`src/rtl/audio_mix_pkg.sv`:
```
// Shared constants, FSM state type and width helper for the voice mixer.
package audio_mix_pkg;

  localparam int SAMPLE_W  = 16;
  localparam int GAIN_W    = 8;
  localparam int GAIN_FRAC = 7;

  // Signed sample times zero-extended gain (GAIN_W + 1 bits).
  localparam int PROD_W = SAMPLE_W + GAIN_W + 1;

  localparam int SAT_MAX = 32767;
  localparam int SAT_MIN = -32768;

  typedef enum logic [1:0] {
    IDLE  = 2'd0,
    ACCUM = 2'd1,
    SAT   = 2'd2
  } mix_state_e;

  // Adding one growth bit per doubling of voice count keeps the running
  // sum from wrapping before the clamp stage.
  function automatic int acc_width(input int num_voices);
    return PROD_W + $clog2(num_voices);
  endfunction

endpackage

```
`src/rtl/lrck_edge_sync.sv`:
```
// Two-flop synchronizer plus rising-edge detector for an asynchronous codec
// clock. oRISE is high for one iCLK cycle per rising edge of iASYNC.
module lrck_edge_sync (
  input  logic iCLK,
  input  logic iRST_N,
  input  logic iASYNC,
  output logic oSYNC,
  output logic oRISE
);

  logic sync1;
  logic sync2;
  logic prev;

  // Synchronizer chain followed by the edge-history register.
  always_ff @(posedge iCLK) begin
    if (!iRST_N) begin
      sync1 <= 1'b0;
      sync2 <= 1'b0;
      prev  <= 1'b0;
    end else begin
      sync1 <= iASYNC;
      sync2 <= sync1;
      prev  <= sync2;
    end
  end

  assign oSYNC = sync2;
  assign oRISE = sync2 & ~prev;

endmodule

```
`src/rtl/audio_voice_mixer.sv`:
```
// Time-multiplexed voice mixer: on each LRCK rising edge it snapshots all
// voices, accumulates gain-weighted samples through one shared multiplier,
// then floors, clamps and registers a single 16-bit sample with a valid pulse.
//
// Handshake: oVALID is a one-cycle pulse with no ready; oMIX is valid while
// oVALID is high and holds its value until the next pulse.
module audio_voice_mixer
  import audio_mix_pkg::*;
#(
  parameter int NUM_VOICES = 4
) (
  input  logic                           iCLK,
  input  logic                           iRST_N,
  input  logic                           iLRCK,
  input  logic [SAMPLE_W*NUM_VOICES-1:0] iVOICE,
  input  logic [GAIN_W*NUM_VOICES-1:0]   iGAIN,
  input  logic [NUM_VOICES-1:0]          iMUTE,
  input  logic                           iCLIP_CLR,
  output logic [SAMPLE_W-1:0]            oMIX,
  output logic                           oVALID,
  output logic                           oCLIP,
  output logic                           oOVERRUN,
  output logic [1:0]                     oDBG_STATE
);

  localparam int ACC_W = acc_width(NUM_VOICES);
  localparam int IDX_W = (NUM_VOICES > 1) ? $clog2(NUM_VOICES) : 1;
  localparam int R_W   = ACC_W - GAIN_FRAC;

  localparam logic [IDX_W-1:0]        LAST_IDX = IDX_W'(NUM_VOICES - 1);
  localparam logic signed [R_W-1:0]   R_MAX    = R_W'(SAT_MAX);
  localparam logic signed [R_W-1:0]   R_MIN    = R_W'(SAT_MIN);

  mix_state_e state_q;
  mix_state_e state_d;

  logic                           lrck_sync;
  logic                           start;

  logic [SAMPLE_W*NUM_VOICES-1:0] voice_snap;
  logic [GAIN_W*NUM_VOICES-1:0]   gain_snap;
  logic [NUM_VOICES-1:0]          mute_snap;
  logic [IDX_W-1:0]               idx;
  logic signed [ACC_W-1:0]        acc;

  logic signed [SAMPLE_W-1:0]     cur_voice;
  logic [GAIN_W-1:0]              cur_gain;
  logic                           cur_mute;
  logic signed [PROD_W-1:0]       product;
  logic signed [R_W-1:0]          shifted;
  logic signed [SAMPLE_W-1:0]     clamped;
  logic                           clip_hit;

  lrck_edge_sync u_lrck_sync (
    .iCLK   (iCLK),
    .iRST_N (iRST_N),
    .iASYNC (iLRCK),
    .oSYNC  (lrck_sync),
    .oRISE  (start)
  );

  // Shared multiplier: select the current voice from the snapshot and weight it.
  always_comb begin
    cur_voice = voice_snap[idx*SAMPLE_W +: SAMPLE_W];
    cur_gain  = gain_snap[idx*GAIN_W +: GAIN_W];
    cur_mute  = mute_snap[idx];
    product   = '0;
    if (!cur_mute) begin
      product = cur_voice * $signed({1'b0, cur_gain});
    end
  end

  // Drop the fractional gain bits (arithmetic, floor) and clamp to 16 bits.
  always_comb begin
    shifted  = acc[ACC_W-1:GAIN_FRAC];
    clamped  = shifted[SAMPLE_W-1:0];
    clip_hit = 1'b0;
    if (shifted > R_MAX) begin
      clamped  = SAMPLE_W'(SAT_MAX);
      clip_hit = 1'b1;
    end else if (shifted < R_MIN) begin
      clamped  = SAMPLE_W'(SAT_MIN);
      clip_hit = 1'b1;
    end
  end

  // FSM state register.
  always_ff @(posedge iCLK) begin
    if (!iRST_N) begin
      state_q <= IDLE;
    end else begin
      state_q <= state_d;
    end
  end

  // FSM next-state: wait for an LRCK edge, walk every voice, then saturate.
  always_comb begin
    state_d = state_q;
    case (state_q)
      IDLE:    if (start) state_d = ACCUM;
      ACCUM:   if (idx == LAST_IDX) state_d = SAT;
      SAT:     state_d = IDLE;
      default: state_d = IDLE;
    endcase
  end

  // Datapath: snapshot, accumulate, publish result and maintain sticky flags.
  always_ff @(posedge iCLK) begin
    if (!iRST_N) begin
      voice_snap <= '0;
      gain_snap  <= '0;
      mute_snap  <= '0;
      idx        <= '0;
      acc        <= '0;
      oMIX       <= '0;
      oVALID     <= 1'b0;
      oCLIP      <= 1'b0;
      oOVERRUN   <= 1'b0;
    end else begin
      oVALID <= 1'b0;
      case (state_q)
        IDLE: begin
          if (start) begin
            voice_snap <= iVOICE;
            gain_snap  <= iGAIN;
            mute_snap  <= iMUTE;
            acc        <= '0;
            idx        <= '0;
          end
        end
        ACCUM: begin
          acc <= acc + ACC_W'(product);
          idx <= idx + 1'b1;
        end
        SAT: begin
          oMIX   <= clamped;
          oVALID <= 1'b1;
        end
        default: ;
      endcase
      // Clear first so that a same-cycle set takes priority.
      if (iCLIP_CLR) begin
        oCLIP    <= 1'b0;
        oOVERRUN <= 1'b0;
      end
      if (state_q == SAT && clip_hit) begin
        oCLIP <= 1'b1;
      end
      // An edge during a mix is dropped; the running mix is left untouched.
      if (start && state_q != IDLE) begin
        oOVERRUN <= 1'b1;
      end
    end
  end

  assign oDBG_STATE = state_q;

endmodule

```
`config.mk`:
```
export PLATFORM = sky130hd
export DESIGN_NAME = audio_voice_mixer
export DESIGN_NICKNAME = d
export VERILOG_FILES = /design/src/rtl/audio_mix_pkg.sv /design/src/rtl/lrck_edge_sync.sv /design/src/rtl/audio_voice_mixer.sv
export SDC_FILE = /design/constraint.sdc
export NUM_CORES = 1
export LEC_CHECK = 0
export CAP_MARGIN = 15
export CELL_PAD_IN_SITES_DETAIL_PLACEMENT = 2
export CELL_PAD_IN_SITES_GLOBAL_PLACEMENT = 2
export CORE_ASPECT_RATIO = 1.75
export CORE_MARGIN = 3
export CORE_UTILIZATION = 38
export CTS_CLUSTER_DIAMETER = 40
export DETAILED_ROUTE_END_ITERATION = 12
export HOLD_SLACK_MARGIN = 0.06
export PLACE_DENSITY = 0.93
export SYNTH_ARGS = -nofsm -noshare
export SYNTH_HDL_FRONTEND = slang
export SYNTH_SLANG_ARGS = --single-unit
```
`constraint.sdc`:
```
create_clock -name iCLK -period 13.1 [get_ports iCLK]
set_input_delay 1.31 -clock iCLK [delete_from_list [all_inputs] [get_ports iCLK]]
set_output_delay 1.31 -clock iCLK [all_outputs]
set_load 0.02 [all_outputs]
```
## Word level (Yosys, flattened, before mapping)

Cells that the tools add are included.

| storage, ports and cells | value |
|---|---|
| register bits | 153 |

| operators by class | value |
|---|---|
| add/subtract/negate cells | 2 |
| multipliers | 1 |
| $lt $le $gt $ge | 3 |
| equal/unequal tests | 5 |
| shift-type cells | 2 |
| muxes and demuxes | 18 |
| bitwise operators | 2 |
| reduce and logical (&&, ||, !) cells | 10 |

Operators with widths:

| kind | count |
|---|---|
| 64-bit by 7-bit indexed part select with 16-bit output | 1 |
| 27-bit case mux with 2 select lines | 1 |
| 16-bit two-way mux | 2 |
| 32-bit by 6-bit indexed part select with 8-bit output | 1 |
| 27-bit by 25-bit adder with 27-bit output | 1 |
| 27-bit two-way mux | 1 |
| 16-bit by 9-bit multiplier with 25-bit output | 1 |
| 25-bit two-way mux | 1 |
| 20-bit by 16-bit > comparator with 1-bit output (second input constant) | 1 |
| 20-bit by 16-bit less-than comparator with 1-bit output (second input constant) | 1 |
| 2-bit case mux with 2 select lines | 2 |
| 2-bit nonzero test | 4 |
| 1-bit two-way mux | 7 |
| 2-bit two-way mux | 3 |
| 2-bit AND reduction | 3 |
| 2-bit equality test (second input constant) | 2 |
| 2-bit inequality test (second input constant) | 2 |
| 2-bit by 3-bit less-than comparator with 1-bit output (second input constant) | 1 |
| 2-bit by 1-bit adder with 2-bit output (second input constant) | 1 |
| 1-bit binary-select mux with 2-bit select | 1 |
| 2-bit by 1-bit equality test with 1-bit output (second input constant) | 1 |
| 1-bit logical AND | 2 |
| 2-bit logical NOT | 1 |
| 1-bit AND | 1 |
| 1-bit inverter | 1 |

## Logic depth before layout (Yosys ltp)

| logic depth | value |
|---|---|
| depth after elaboration | 5 |
| mapped depth | 32 |
| mapped depth without buffers | 29 |

## Modules after synthesis

From an unflattened synthesis, not the netlist that was laid out.

| second synthesis, totals | value |
|---|---|
| cells, all modules | 1,447 |
| area total of the unflattened synthesis | 12,283.0 um^2 |

By module, submodules not included:

| module | times used | cells an instance | area an instance (um^2) | seq. area each (um^2) |
|---|---|---|---|---|
| audio_voice_mixer | 1 | 1,440 | 12,190.4 | 3,002.9 |
| lrck_edge_sync | 1 | 7 | 92.6 | 60.1 |

## Worst setup path before layout

No wires, ideal clock.

| timing path | value |
|---|---|
| kind | register -> register |
| start point | register idx[0] |
| end point | register acc[26] |
| library setup time | 0.123 ns |
| data arrival time | 7.530 ns |
| data required time | 12.977 ns |
| path slack | 5.448 ns |
| stages on the path, launching flop included | 31 |
| period minus slack after synthesis | 7.652 ns |
| path through | dfxtp_1 -> buf_4 -> buf_1 -> mux4_2 -> nand2_1 -> fa_1 -> inv_1 -> fa_1 -> ha_1 -> inv_1 -> fa_1 -> inv_1 -> ha_1 -> a21o_1 -> a21oi_1 -> o21ba_2 -> o21ai_0 -> a211oi_1 -> o21ai_0 -> a31oi_1 -> xor2_1 -> nor2_1 -> ha_1 -> and2_4 -> a221o_1 -> a221o_1 -> o2111ai_2 -> a31oi_2 -> or3_1 -> a31oi_1 -> o31ai_1 |

| between the ends | value |
|---|---|
| longest elaborated chain between the ends | 5 |

RTL lines:

| item | RTL line | source |
|---|---|---|
| start: declaration | audio_voice_mixer.sv:43 | `logic [IDX_W-1:0] idx;` |
| start signal: assignment | audio_voice_mixer.sv:133 | `idx <= idx + 1'b1;` |
| 64-bit by 7-bit indexed part select with 16-bit output (tied with other cells) | audio_voice_mixer.sv:64 | `cur_voice = voice_snap[idx*SAMPLE_W +: SAMPLE_W];` |
| 16-bit by 9-bit multiplier with 25-bit output / 1-bit two-way mux (equally long branches) | audio_voice_mixer.sv:69, audio_voice_mixer.sv:66 |  |
| 25-bit two-way mux (*) | audio_voice_mixer.sv:68 | `if (!cur_mute) begin` |
| 27-bit by 25-bit adder with 27-bit output (*) | audio_voice_mixer.sv:132 | `acc <= acc + ACC_W'(product);` |
| 27-bit case mux with 2 select lines (*) | audio_voice_mixer.sv:121 | `case (state_q)` |
| end signal: assignment | audio_voice_mixer.sv:132 |  |
| end: declaration | audio_voice_mixer.sv:44 | `logic signed [ACC_W-1:0] acc;` |

Mark *: on every way between the ends. The rest lies on a longest branch, timed or not. The select of a mux whose other input is x is not followed.
A chain may end at the register's enable or synchronous reset.

## Worst setup path in the final report

Ends and elaborated chain as after synthesis.

==> key figures <==
GRT
  – Via count of the first global-routing pass: 13,200
  – Initial antenna violation count: 0
  – Gr usage total: 0.304
  – Gr ovfl total: 0
  – Pin count of the biggest net entering global routing: 112
  – First-pass GRT wire length: 79.7 mm

Detailed routing
  – Antenna Violating Nets Remaining: 0
  – Vias after detailed routing: 11,000
  – Total wire length: 51.0 mm
  – Initial DRC Count: 588
  – DR WL/cell: 26.7 um
  – Drt pass-1 iters: 7
  – Drt drc: 0
  – Vias per cell: 5.75

Die
  – Die Footprint: 0.0343 mm2
  – Std cell rows: 86
  – Core area: 0.0315 mm2
  – # IOs: 125
  – Chip Width: 141 um
  – Die H: 243 um
  – Initial Util: 0.386

Setup path
  – Crit Reg-Reg Startpoint: idx[0]
  – Worst Setup SP: idx[0]
  – FF-to-FF End: acc[26]
  – CP endpoint: acc[26]
  – Worst endpoint required time: 13.46 ns
  – Reg2reg path depth: 28
  – CP max-delay cell: dfxtp_2
  – Worst setup EP type: flip-flop
  – Critical path class: flip-flop to flip-flop
  – Worst reg-to-reg setup slack: 4.09 ns
  – Max incr delay on CP: 1.05 ns
  – Crit path DAT: 9.37 ns
  – CP Launch Type: flip-flop
  – Worst Path Max Fanout: 28

STA
  – Endpoints failing setup: 0
  – Setup Total Neg Slack: 0 ns
  – Tmin final: 9.01 ns
  – Post-route setup slack: 4.09 ns
  – Max Slew Vio Count: 0
  – Final worst path period share: 0.688
  – Worst rel slew slack: 0.252
  – Max Fclk: 0.111 GHz
  – Slew @ Worst Pin: 1.12 ns
  – Worst Skew: 0.0150 ns
  – Final Hold Vio Count: 0
  – RSZ-0062 raised after global routing: no

Placed design
  – Routability Congestion: 0.869
  – Inst Count DP: 1,879
  – Hpwl dp: 35.3 mm
  – DP Worst Slack: 4.48 ns
  – Post-placement cell area: 0.0137 mm2
  – Input/output buffers: 124

Synthesis
  – Mapped Area: 0.0122 mm2
  – Synth Flop Type: dfxtp_1
  – Avg Cell Area, Syn: 8.55 um2
  – Syn_nets: 1,706
  – Asr flop ratio synth: 0
  – Number of synthesized flops with an enable pin: 0
  – Synthesized flop and latch total: 153
  – Synth warnings: 0
  – Sequential share of the synthesized area: 0.252
  – Number of distinct library cells after synthesis: 61
  – Post-synthesis instance total: 1,423

Pwr
  – Peak supply drop: 116 uV
  – Pwr/cell area: 78.8 mW/mm2
  – Net Sw Frac: 0.287
  – Comb pwr share: 0.112
  – Clk network pwr share: 0.455
  – Leak pwr: 6.17 nW
  – Reg power frac: 0.433
  – Internal: 803 uW
  – Net Switching: 323 uW

Clock tree
  – Cts repair resizes: 0
  – Setup Fix Bufs, Post-CTS: 0
  – CTS clk-pin slew, worst paths: 0.07 ns
  – Root buffer selected by CTS: clkbuf_16
  – Total CTS buffers: 17
  – Clock buffer depth: 2
  – Hold_buf cts: 0
  – Clock latency on the worst-skew pair: 0.47 ns
  – CTS H-tree lvls: 4
  – Number of clock sinks: 153
  – CTS tree: yes

Finish
  – Final non-filler cell total: 1,913
  – Area of the multi-input gates: 0.00821 mm2
  – Layout cells sized above 1: 0.0547
  – Most frequent cells in the layout: nand2_1, inv_1, dfxtp_1, clkdlybuf4s50_1, a21boi_0
  – Sequential Area: 0.00306 mm2
  – Finished Cell Area: 0.0143 mm2
  – Fill cells: 3,388
  – Nets: 1,787
  – Inserted Diodes: 0
  – Area delta synth->final: 17.6%
  – Most common cell after layout, fill and taps aside: nand2_1

Flow run
  – Max-cap violations: 0

Worst hold path
  – Cell count of the worst hold path: 2
  – HP Class: flip-flop to flip-flop

Status
  – Status: finished clean
sequential cells by signal, summed over array words and instances (netlist names):
register	cells
oOVERRUN	1
oMIX	16
voice_snap	64
oCLIP	1
gain_snap	32
oDBG_STATE	2
u_lrck_sync.prev	1
idx	2
oVALID	1
u_lrck_sync.sync1	1
acc	27
u_lrck_sync.oSYNC	1
mute_snap	4
routing by layer:
| layer | GRT usage | share of wire | vias up |
|---|---|---|---|
| met3 | 0.0436 | 0.031 | 178 |
| met4 | 0.177 | 0.058 | 0 |
| met5 | 0 | 0 | - |
| met1 | 0.303 | 0.35 | 5649 |
| met2 | 0.582 | 0.56 | 363 |
| li1 | - | - | 4805 |
cells in the mapped netlist, types with 6 or more instances:
| cell | instances | area (um2) |
|---|---|---|
| nand2_1 | 311 | 1170 |
| xor2_1 | 14 | 123 |
| buf_1 | 10 | 37.5 |
| mux4_2 | 25 | 563 |
| and2_1 | 76 | 475 |
| inv_1 | 168 | 631 |
| o211ai_1 | 18 | 135 |
| a211oi_1 | 7 | 52.6 |
| a21o_1 | 22 | 165 |
| nand3_1 | 24 | 120 |
| dfxtp_1 | 153 | 3060 |
| ha_1 | 76 | 951 |
| fa_1 | 103 | 2060 |
| a21boi_0 | 121 | 908 |
| and3_1 | 6 | 37.5 |
| clkbuf_1 | 58 | 218 |
| nor2_1 | 39 | 146 |
| nand2b_1 | 8 | 50.1 |
| a21oi_1 | 31 | 155 |
| o21a_1 | 7 | 52.6 |
| a22oi_1 | 7 | 52.6 |
| nor3_1 | 6 | 30.0 |
| a31oi_1 | 6 | 37.5 |
| xnor2_1 | 24 | 210 |
| nor2b_1 | 16 | 100 |
| nand4_1 | 7 | 43.8 |
| o21ai_0 | 26 | 130 |
per-stage QoR:
| stage | hold slack (ns) | util | power (mW) |
|---|---|---|---|
| 5_1_grt | 0.502 | 0.454 | 1.17 |
| 3_3_place_gp | 0.421 | 0.434 | 0.606 |
| 4_1_cts | 0.476 | 0.453 | 1.13 |
| 6_report | 0.471 | 0.454 | 1.13 |
| 2_1_floorplan | 0.412 | - | 0.554 |
| 3_5_place_dp | 0.438 | 0.434 | 0.617 |
how the worst min path moves through the flow:
stage / slack [ns] / end / start
after floorplan: 0.41 / u_lrck_sync.oSYNC / u_lrck_sync.sync1
after global placement: 0.42 / u_lrck_sync.oSYNC / u_lrck_sync.sync1
after detailed placement: 0.44 / u_lrck_sync.oSYNC / u_lrck_sync.sync1
after CTS: 0.48 / oMIX[13] / oMIX[13]
after global routing: 0.50 / oMIX[13] / oMIX[13]
final: 0.47 / oMIX[14] / oMIX[14]
kinds of logic (layout without fill, tap and decap cells):
| logic type | Yosys count | in the layout | share of synthesized area |
|---|---|---|---|
| AO/OA/AOI/OAI | 275 | 275 | 0.161 |
| XOR/XNOR | 38 | 38 | 0.0274 |
| adder cells (fa/ha/maj) | 180 | 180 | 0.248 |
| buffers and inverters | 239 | 333 | 0.0742 |
| flip-flops | 153 | 153 | 0.252 |
| multiplexers | 26 | 26 | 0.0475 |
| AND/OR/NAND/NOR | 512 | 512 | 0.190 |
cell type report:
class / instances / area share
Clock inverter: 14 / 0.0112
Multi-Input combinational cell: 1031 / 0.574
Sequential cell: 153 / 0.214
Clock buffer: 18 / 0.0300
Inverter: 168 / 0.0441
Tap cell: 396 / 0.0346
Timing Repair Buffer: 133 / 0.0918
power by group through the flow:
stage	clock network [mW]	registers, mW	logic, mW
6_report	0.512	0.488	0.127
3_5_place_dp	0	0.497	0.120
4_1_cts	0.520	0.488	0.126
2_1_floorplan	0	0.491	0.0634
5_1_grt	0.542	0.489	0.135
3_3_place_gp	0	0.495	0.111
critical path: cells and delay by family, from the launching register on:
family                   cells  cell delay (ns)
AO/OA/AOI/OAI               13             3.25
XOR/XNOR                     1             0.18
adder cells (fa/ha/maj)      6             2.50
buffers and inverters        3             0.25
flip-flops                   1             1.05
multiplexers                 1             0.83
AND/OR/NAND/NOR              4             0.83
No activity file was read; power rests on OpenSTA's default activity.
